### src/rtl/mem_port_arbiter.sv
// Arbiter sharing one fixed-latency, single-ported memory between instruction fetch and data access.
// Optional performance counters are enabled by defining ARB_PERF_CNT_EN.
module mem_port_arbiter #(
    parameter int ADDR_W     = 32,
    parameter int DATA_W     = 32,
    parameter int MEM_LAT    = 1,
    parameter int STARVE_MAX = 4
) (
    input  logic              clk,
    input  logic              rst_n,
    input  logic              if_req_valid,
    input  logic [ADDR_W-1:0] if_req_addr,
    output logic              if_req_ready,
    output logic              if_rsp_valid,
    output logic [DATA_W-1:0] if_rsp_data,
    input  logic              dm_req_valid,
    input  logic              dm_req_we,
    input  logic [ADDR_W-1:0] dm_req_addr,
    input  logic [DATA_W-1:0] dm_req_wdata,
    output logic              dm_req_ready,
    output logic              dm_rsp_valid,
    output logic [DATA_W-1:0] dm_rsp_data,
    output logic              mem_en,
    output logic              mem_we,
    output logic [ADDR_W-1:0] mem_addr,
    output logic [DATA_W-1:0] mem_wdata,
    input  logic [DATA_W-1:0] mem_rdata,
    output logic              busy
`ifdef ARB_PERF_CNT_EN
    ,
    output logic [31:0]       perf_if_wait,
    output logic [31:0]       perf_dm_grants
`endif
);

    localparam logic [1:0] IDLE  = 2'd0;
    localparam logic [1:0] ISSUE = 2'd1;
    localparam logic [1:0] WAIT  = 2'd2;
    localparam logic [1:0] RESP  = 2'd3;

    localparam int SW = $clog2(STARVE_MAX + 1);
    localparam int LW = (MEM_LAT > 1) ? $clog2(MEM_LAT) : 1;
    localparam logic [SW-1:0] STARVE_TOP = SW'(STARVE_MAX);
    localparam logic [LW-1:0] LAT_LOAD   = LW'(MEM_LAT - 1);

    logic [1:0]        state;
    logic [SW-1:0]     starve_cnt;
    logic [LW-1:0]     lat_cnt;
    logic              owner_dm;
    logic              we_q;
    logic [ADDR_W-1:0] addr_q;
    logic [DATA_W-1:0] wdata_q;
    logic [DATA_W-1:0] rsp_data_q;
    logic [DATA_W-1:0] if_hold_q;
    logic [DATA_W-1:0] dm_hold_q;
    logic              grant_if;
    logic              grant_dm;

    // Readies are held low while reset is asserted so nothing can be accepted into a reset cycle.
    always_comb begin
        grant_if = 1'b0;
        grant_dm = 1'b0;
        if (state == IDLE && rst_n) begin
            if (starve_cnt == STARVE_TOP && if_req_valid) begin
                grant_if = 1'b1;
            end else if (dm_req_valid) begin
                grant_dm = 1'b1;
            end else if (if_req_valid) begin
                grant_if = 1'b1;
            end
        end
    end

    assign if_req_ready = grant_if;
    assign dm_req_ready = grant_dm;
    assign busy         = (state != IDLE);
    assign mem_en       = (state == ISSUE);
    assign mem_we       = mem_en & we_q;
    assign mem_addr     = addr_q;
    assign mem_wdata    = wdata_q;
    assign if_rsp_valid = (state == RESP) & ~owner_dm;
    assign dm_rsp_valid = (state == RESP) & owner_dm;
    // Hold registers keep the data outputs stable between pulses.
    assign if_rsp_data  = if_rsp_valid ? rsp_data_q : if_hold_q;
    assign dm_rsp_data  = dm_rsp_valid ? rsp_data_q : dm_hold_q;

    always_ff @(posedge clk) begin
        if (!rst_n) begin
            state      <= IDLE;
            starve_cnt <= '0;
            lat_cnt    <= '0;
            owner_dm   <= 1'b0;
            we_q       <= 1'b0;
            addr_q     <= '0;
            wdata_q    <= '0;
            rsp_data_q <= '0;
            if_hold_q  <= '0;
            dm_hold_q  <= '0;
        end else begin
            case (state)
                IDLE: begin
                    if (grant_if || grant_dm) begin
                        owner_dm <= grant_dm;
                        addr_q   <= grant_dm ? dm_req_addr : if_req_addr;
                        we_q     <= grant_dm & dm_req_we;
                        wdata_q  <= grant_dm ? dm_req_wdata : '0;
                        state    <= ISSUE;
                        if (grant_if) begin
                            starve_cnt <= '0;
                        end else if (if_req_valid && starve_cnt != STARVE_TOP) begin
                            starve_cnt <= starve_cnt + SW'(1);
                        end
                    end
                end
                ISSUE: begin
                    lat_cnt <= LAT_LOAD;
                    state   <= WAIT;
                end
                WAIT: begin
                    if (lat_cnt == '0) begin
                        rsp_data_q <= we_q ? '0 : mem_rdata;
                        state      <= RESP;
                    end else begin
                        lat_cnt <= lat_cnt - LW'(1);
                    end
                end
                default: begin
                    if (owner_dm) begin
                        dm_hold_q <= rsp_data_q;
                    end else begin
                        if_hold_q <= rsp_data_q;
                    end
                    state <= IDLE;
                end
            endcase
        end
    end

`ifdef ARB_PERF_CNT_EN
    always_ff @(posedge clk) begin
        if (!rst_n) begin
            perf_if_wait   <= '0;
            perf_dm_grants <= '0;
        end else begin
            if (if_req_valid && !if_req_ready) begin
                perf_if_wait <= perf_if_wait + 32'd1;
            end
            if (grant_dm) begin
                perf_dm_grants <= perf_dm_grants + 32'd1;
            end
        end
    end
`endif

endmodule

### config.mk
export PLATFORM = sky130hd
export DESIGN_NAME = mem_port_arbiter
export DESIGN_NICKNAME = d
export VERILOG_FILES = /design/src/rtl/mem_port_arbiter.sv
export SDC_FILE = /design/constraint.sdc
export NUM_CORES = 1
export LEC_CHECK = 0
export BUFFER_PORTS_ARGS = -buffer_cell sky130_fd_sc_hd__buf_4
export CAP_MARGIN = 0
export CORE_MARGIN = 2
export CORE_UTILIZATION = 45
export CTS_CLUSTER_SIZE = 10
export DETAILED_ROUTE_END_ITERATION = 8
export GPL_ROUTABILITY_DRIVEN = 0
export HOLD_SLACK_MARGIN = 0.08
export PLACE_DENSITY = 0.73
export SYNTH_ARGS = -nofsm -noshare
export SYNTH_HDL_FRONTEND = slang
export SYNTH_SLANG_ARGS = --single-unit
### constraint.sdc
create_clock -name clk -period 3.66 [get_ports clk]
set_input_delay 0.732 -clock clk [delete_from_list [all_inputs] [get_ports clk]]
set_output_delay 0.732 -clock clk [all_outputs]
set_load 0.005 [all_outputs]
### Word-level counts from Yosys, hierarchy flattened

Index checks and enable logic that the tools add are counted.
W data, S select, Z words.

* $add $sub $neg: 2
* eq/ne operators: 7
* multiplexer cells: 19
* bitwise logic cells: 7
* reductions and logical operators: 15

Operators by type and width (count)
* $mux W32: 5
* $reduce_and A2 Y1: 5
* $mux W1: 8
* $mux W3: 2
* $pmux W2 S3: 1
* $reduce_bool A2 Y1: 3
* $and A1 B1 Y1: 4
* $eq A2 B2 Y1 const B: 2
* $mux W2: 2
* $add A3 B1 Y3 const B: 1
* $eq A3 B3 Y1 const B: 1
* $logic_and A1 B1 Y1: 3
* $ne A3 B3 Y1 const B: 1
* $not A1 Y1: 3
* $reduce_and A3 Y1: 1
* $reduce_or A3 Y1: 1
* $eq A2 B1 Y1 const B: 1
* $logic_not A2 Y1: 1
* $ne A2 B1 Y1 const B: 1
* $ne A2 B2 Y1 const B: 1
* $pmux W1 S2: 1
* $logic_or A1 B1 Y1: 1
* $sub A1 B1 Y1 const B: 1

* register bits after elaboration: 168
* output and inout bits: 135
* logic and storage cells: 60

### Logic depth before layout (Yosys ltp)

Gate-level depths: netlist of run 1.

* word-level depth: 7
* depth in mapped cells: 8
* gate-level depth less buffers: 6

### Worst setup path before layout of run 1

OpenSTA, ideal clock, no wires.

* kind: flip-flop to output port
* from: register state[0]
* to: output port dm_req_ready
* arrival time: 1.240 ns
* data required time: 2.928 ns
* setup slack: 1.688 ns
* cell stages (with the launch flop): 7
* path buffers: 2
* path through: dfxtp_1 > inv_1 > ha_1 > buf_4 > and3_1 > buf_4 > and2_1

* cells in the longest elaborated chain, start to end: 3

RTL lines
* start, declared: RTL line 46 `logic [1:0] state;`
* start signal, assigned: RTL line 89 `state <= IDLE;`
* start signal, assigned: RTL line 107 `state <= ISSUE;`
* start signal, assigned: RTL line 117 `state <= WAIT;`
* $logic_not A2 Y1: RTL line 63 `if (state == IDLE && rst_n) begin`
* $logic_and A1 B1 Y1: RTL line 63
* $mux W1: RTL line 63
* end, declared: RTL line 20 `output logic dm_req_ready,`

Every way passes these cells.

### Final worst setup path of run 1

* from: register state[0]
* to: output port if_rsp_data[14]

* cells in the longest elaborated chain, start to end: 3

RTL lines
* $eq A2 B2 Y1: RTL line 81 `assign if_rsp_valid = (state == RESP) & ~owner_dm;`
* $and A1 B1 Y1: RTL line 81
* $mux W32: RTL line 84 `assign if_rsp_data = if_rsp_valid ? rsp_data_q : if_hold_q;`
* end, declared: RTL line 15 `output logic [DATA_W-1:0] if_rsp_data,`

Every way passes these cells.

==> impl_metrics.tcl, run 1 <==
set metrics [dict create \
    cts_sinks 167 \
    ys_ff_latch 167 \
    outcome "finished, final reports clean" \
    crit_arrival_ns 2.26 \
    dieWidth_um 126 \
    hold_buffers 0 \
    seq_area_frac_synth_pct 49.8 \
    drtPass1Iterations 5 \
    hold_violations 0 \
    p_leak_nw 4.30 \
    rsz0062_at_grt "false" \
    drv_cap 0 \
    setup_viol 0 \
    cp-endpoint "if_rsp_data[14]" \
    die_y_um 126 \
    syn2layout_area_growth_pct 38.7 \
    grt_max_degree 84 \
    fin_util_pct 64.0 \
    synth.avg_cell_area_um2 10.2 \
    power.density_nw_per_um2 458 \
    core_um2 14500 \
    yosysWarningCount 0 \
    drive_gt1_share_pct 42.5 \
    worst_pin_slew_ns 0.863 \
    hold_path.class "flop to flop" \
    startpoint "state[0]" \
    postCtsSetupBuffers 0 \
    crit_fanout 19 \
    antenna_found_initial 0 \
    setup_tns_ns 0 \
    reg2reg_depth 6 \
    fmaxAchievable_mhz 335 \
    cp-end-kind "output port" \
    antenna_left 0 \
    peakVddDrop_uv 365 \
    cts_root_buf "clkbuf_16" \
    h-tree-depth 4 \
    syn_nets 799 \
    worstPathRequired_ns 2.93 \
    grt_pass1_vias 5687 \
    timing.slew.headroom_pct 42.3 \
    via_per_inst 5.26 \
    clk_path_buf_depth 2 \
    fin_area_um2 9310 \
    clock_latency_ns 0.41 \
    clock_skew_ns 0.0109 \
    drc 0 \
    hpwlAfterDp_um 12600 \
    path_class "flop to output port" \
    clk_pin_slew_worst_paths_ns 0.07 \
    grt_pass1_wl_um 29700 \
    cts_inserted_buffers 17 \
    yosysUniqueCellTypes 31 \
    io_buffers 267 \
    tritoncts "yes" \
    drt-wirelength-per-cell_um 17.3 \
    die-area_um2 15900 \
    overflow 0 \
    whs_ns 0.491 \
    vias 5740 \
    min_period_ns 2.99 \
    finalMaxSlewViolations 0 \
    rrSetupSlack_ns 1.49 \
    initial_core_util_pct 46.2 \
    cts_resized 0 \
    r2r_start "state[0]" \
    grt_usage_pct 23.2 \
    nNetsFinal 1034 \
    syn_inst 660 \
    antenna_cells 0 \
    fin_cells 1092 \
    min_period_over_period_pct 81.6 \
    ios 268 \
    syn-cell-area_um2 6710 \
    dp.cells 1060 \
    drtIter0Drc 371 \
    postRouteWirelength_um 18900 \
    fp-row-count 44 \
    crit_path_start_kind "flop" \
    placed_area_um2 8730 \
    worstReg2RegEnd "mem_addr[28]" \
]
## routing by layer
layer	GRT usage (%)	vias up	wire length, µm
met1	28.8	2725	8020
met4	5.62	0	316
met3	8.84	21	1430
met5	0	-	0
li1	-	2795	-
met2	38.2	199	9150
## cell usage after synthesis (all sizes together)
cell type	instances	area [µm²]
a31o	1	8.76
and2	66	418
ha	6	75.1
nand2	5	21.3
nor2	67	251
a31oi	1	6.26
xor2	1	8.76
o211ai	1	12.5
a32oi	65	569
or2	1	6.26
or3	1	6.26
nand2b	1	6.26
buf	36	249
nor3	1	5.00
and3	2	12.5
mux2	64	830
a21oi	66	330
clkbuf	26	97.6
nor2b	33	206
a21bo	2	20.0
inv	9	33.8
a2bb2oi	1	8.76
dfxtp	167	3340
nand3	37	185
## power breakdown
group | switching [mW] | leakage [nW] | internal (mW) | total (mW)
registers | 0.0548 | 1.35 | 1.90 | 1.96
clock network | 0.722 | 0.279 | 1.01 | 1.73
logic | 0.288 | 2.67 | 0.288 | 0.575
## logic make-up after synthesis
family          share of synthesized area [%]
xor+xnor                                0.131
flops                                    49.8
simple gates                             16.7
mux                                      12.4
buf+inv                                  5.67
fa+ha+maj                                1.12
compound gates                           14.2
## flip-flops by register name, indices dropped and copies added, names as in the netlist
name and count:
we_q 1, mem_wdata 32, if_hold_q 32, mem_addr 32, owner_dm 1, dm_hold_q 32, state 2, rsp_data_q 32
starve_cnt 3
## stage by stage
stage / worst slack, ns / total power, mW
after detailed placement: 1.09 / 2.57
final: 0.672 / 4.27
after floorplan: 1.69 / 2.29
after global placement: 1.11 / 2.57
after global routing: 0.525 / 4.45
after CTS: 0.635 / 4.31
## how the worst min path moves through the flow
stage | startpoint | to | slack, ns | depth (start not counted)
after floorplan | starve_cnt[0] | starve_cnt[0] | 0.46 | 2
after global placement | mem_wdata[20] | mem_wdata[20] | 0.47 | 2
after CTS | mem_wdata[23] | mem_wdata[23] | 0.49 | 2
after global routing | mem_wdata[3] | mem_wdata[3] | 0.50 | 2
final | mem_wdata[20] | mem_wdata[20] | 0.49 | 2
after detailed placement | mem_wdata[5] | mem_wdata[5] | 0.47 | 2
## layout by cell type (no fill, tap or decap), types with 2 or more instances in the layout
cell	n
clkinv_4	2
a21oi_1	66
a21bo_2	2
clkbuf_8	4
clkinvlp_4	3
buf_4	276
clkinv_2	4
mux2_2	35
buf_12	2
ha_1	6
inv_1	8
clkbuf_16	17
a32oi_1	65
mux2_4	29
dfxtp_1	167
nor2_1	67
and2_1	64
nand2_1	4
and2_4	2
nor2b_1	32
nand3_1	36
## critical path, stage by stage (launching register included)
cell and delay [ns]:
dfxtp_1 0.34, ha_1 0.25, nand2b_2 0.53, buf_12 0.25, mux2_4 0.32, buf_4 0.14
## final cells by class
| type | count | area (µm²) |
|---|---|---|
| fillers | 1208 | 5230 |
| flip-flops and latches | 167 | 3340 |
| multi-input cells | 422 | 3010 |
| repair buffers | 278 | 2110 |
| clock buffers | 22 | 484 |
| well taps | 184 | 230 |
| clock inverters | 10 | 93.8 |
| inverters | 9 | 35.0 |
Power figures use the tool's default switching activity.
==> run 2: changes to the inputs <==
Clock period 3.66 ns to 2.98 ns, I/O delays scaled along.
==> run 2 against run 1 <==
Against the previous run: clock-buffer cell count increased by 3; sequential power increased by 22%; utilization up 0.11 points; sequential cell count did not move; hold slack got worse by 0.083 ns; sequential share of layout area fell by 0.063 points; register-to-register slack worse by 0.63 ns; clock power grew 25%.
==> impl_metrics.tcl, run 2 (synthesis gave the netlist of run 1 again) <==
set metrics [dict create \
    layout_common_cells "278 x buf_4, 167 x dfxtp_1, 67 x nor2_1, 66 x a21oi_1, 65 x a32oi_1" \
    min_period_ns 2.65 \
    worst_pin_slew_ns 0.706 \
    syn2layout_area_growth_pct 38.9 \
    die_y_um 126 \
    via_per_inst 5.26 \
    cp-end-kind "output port" \
    fillerInstances 1216 \
    grt_max_degree 78 \
    drc 0 \
    fmaxAchievable_mhz 377 \
    setup_tns_ns 0 \
    antenna_cells 0 \
    tritoncts "yes" \
    clock_skew_ns 0.0110 \
    hpwlAfterDp_um 12400 \
    max_stage_delay_ns 0.41 \
    h-tree-depth 4 \
    worstReg2RegEnd "mem_addr[25]" \
    path_cells "ha_1 > nand2_2 > buf_4 > mux2_2 > buf_4" \
    placed_area_um2 8740 \
    antenna_found_initial 0 \
    vias 5752 \
    drv_cap 0 \
    initial_core_util_pct 46.2 \
    worstPathRequired_ns 2.38 \
    fin_area_um2 9320 \
    clk_path_buf_depth 2 \
    pre_cts_ws_ns 0.750 \
    whs_ns 0.408 \
    drtPass1Iterations 5 \
    hold_buffers 0 \
    crit_arrival_ns 2.05 \
    reg2reg_depth 6 \
    antenna_left 0 \
    multiInputGateArea_um2 3010 \
    r2r_start "state[0]" \
    outcome "finished, final reports clean" \
    grt_pass1_vias 5704 \
    ff_latch_area_um2 3340 \
    final_common_cell "buf_4" \
    clock_latency_ns 0.41 \
    drt-wirelength-per-cell_um 17.3 \
    path_class "flop to output port" \
    crit_top_cell "buf_4" \
    drtIter0Drc 369 \
    postLayoutSetupSlackWorst_ns 0.329 \
    power.density_nw_per_um2 566 \
    cts_root_buf "clkbuf_16" \
    core_um2 14500 \
    finalMaxSlewViolations 0 \
    postCtsSetupBuffers 0 \
    drive_gt1_share_pct 42.2 \
    crit_fanout 33 \
    cp-endpoint "dm_rsp_data[15]" \
    grt_pass1_wl_um 30000 \
    peakVddDrop_uv 380 \
    die-area_um2 15900 \
    postRouteWirelength_um 18900 \
    grt_usage_pct 23.4 \
    min_period_over_period_pct 89.0 \
    rrSetupSlack_ns 0.86 \
    clk_pin_slew_worst_paths_ns 0.06 \
    p_leak_nw 4.31 \
    nNetsFinal 1036 \
    hold_depth 3 \
    startpoint "state[0]" \
    timing.slew.headroom_pct 53.0 \
    cts_resized 0 \
    hold_violations 0 \
    cts_inserted_buffers 17 \
    setup_viol 0 \
    io_buffers 267 \
    power.total_mw 5.27 \
    slowest_stage "buf_4" \
    fp-row-count 44 \
    hold_path.class "primary input to flop" \
    rsz0062_at_grt "false" \
    ios 268 \
    crit_path_start_kind "flop" \
    cts_sinks 167 \
    overflow 0 \
    dieWidth_um 126 \
]
-- run 2: cell types whose count changed in the layout (fill, tap and decap cells not counted) --
cell,before,now
buf_4,276,278
bufinv_16,1,2
clkbuf_1,1,5
clkbuf_8,4,3
clkinv_2,4,3
clkinv_4,2,1
clkinvlp_4,3,2
inv_6,1,0
-- run 2: stage by stage --
stage                     utilization, %  std cells
after floorplan                        -        660
after global placement              60.2       1062
after detailed placement            60.2       1062
after CTS                           64.1       1094
after global routing                64.1       1094
final                               64.1       1094
-- run 2: how the worst min path moves through the flow --
stage / startpoint / to / slack, ns
2_1_floorplan: starve_cnt[0] / starve_cnt[0] / 0.46
3_3_place_gp: mem_wdata[15] / mem_wdata[15] / 0.47
3_5_place_dp: mem_wdata[18] / mem_wdata[18] / 0.47
4_1_cts: mem_rdata[29] / rsp_data_q[29] / 0.38
5_1_grt: mem_rdata[14] / rsp_data_q[14] / 0.39
6_report: mem_rdata[4] / rsp_data_q[4] / 0.41
-- run 2: per-layer routing --
layer  track usage [%]  wire, µm  vias up
met5                 0         0        -
met4              8.21       397        0
met3              9.09      1550       24
met2              38.5      9160      218
met1              28.0      7790     2717
li1                  -         -     2793
-- run 2: cell type report --
class | count | area share (%)
flip-flops and latches | 167 | 35.9
multi-input cells | 422 | 32.3
repair buffers | 280 | 22.8
clock buffers | 25 | 5.21
well taps | 184 | 2.47
clock inverters | 7 | 1.01
inverters | 9 | 0.376
-- run 2: critical path: cells and delay by family, from the launching register on --
kind / cells / cell delay [ns]
flip-flops: 1 / 0.34
multiplexers: 1 / 0.41
AND/OR/NAND/NOR: 1 / 0.08
buffers and inverters: 2 / 0.55
adder cells (fa/ha/maj): 1 / 0.26
-- run 2: power by group --
group	switching (mW)	total, mW	internal (mW)
logic	0.357	0.712	0.354
clock network	0.855	2.16	1.30
registers	0.0670	2.40	2.34
total	1.28	5.27	3.99
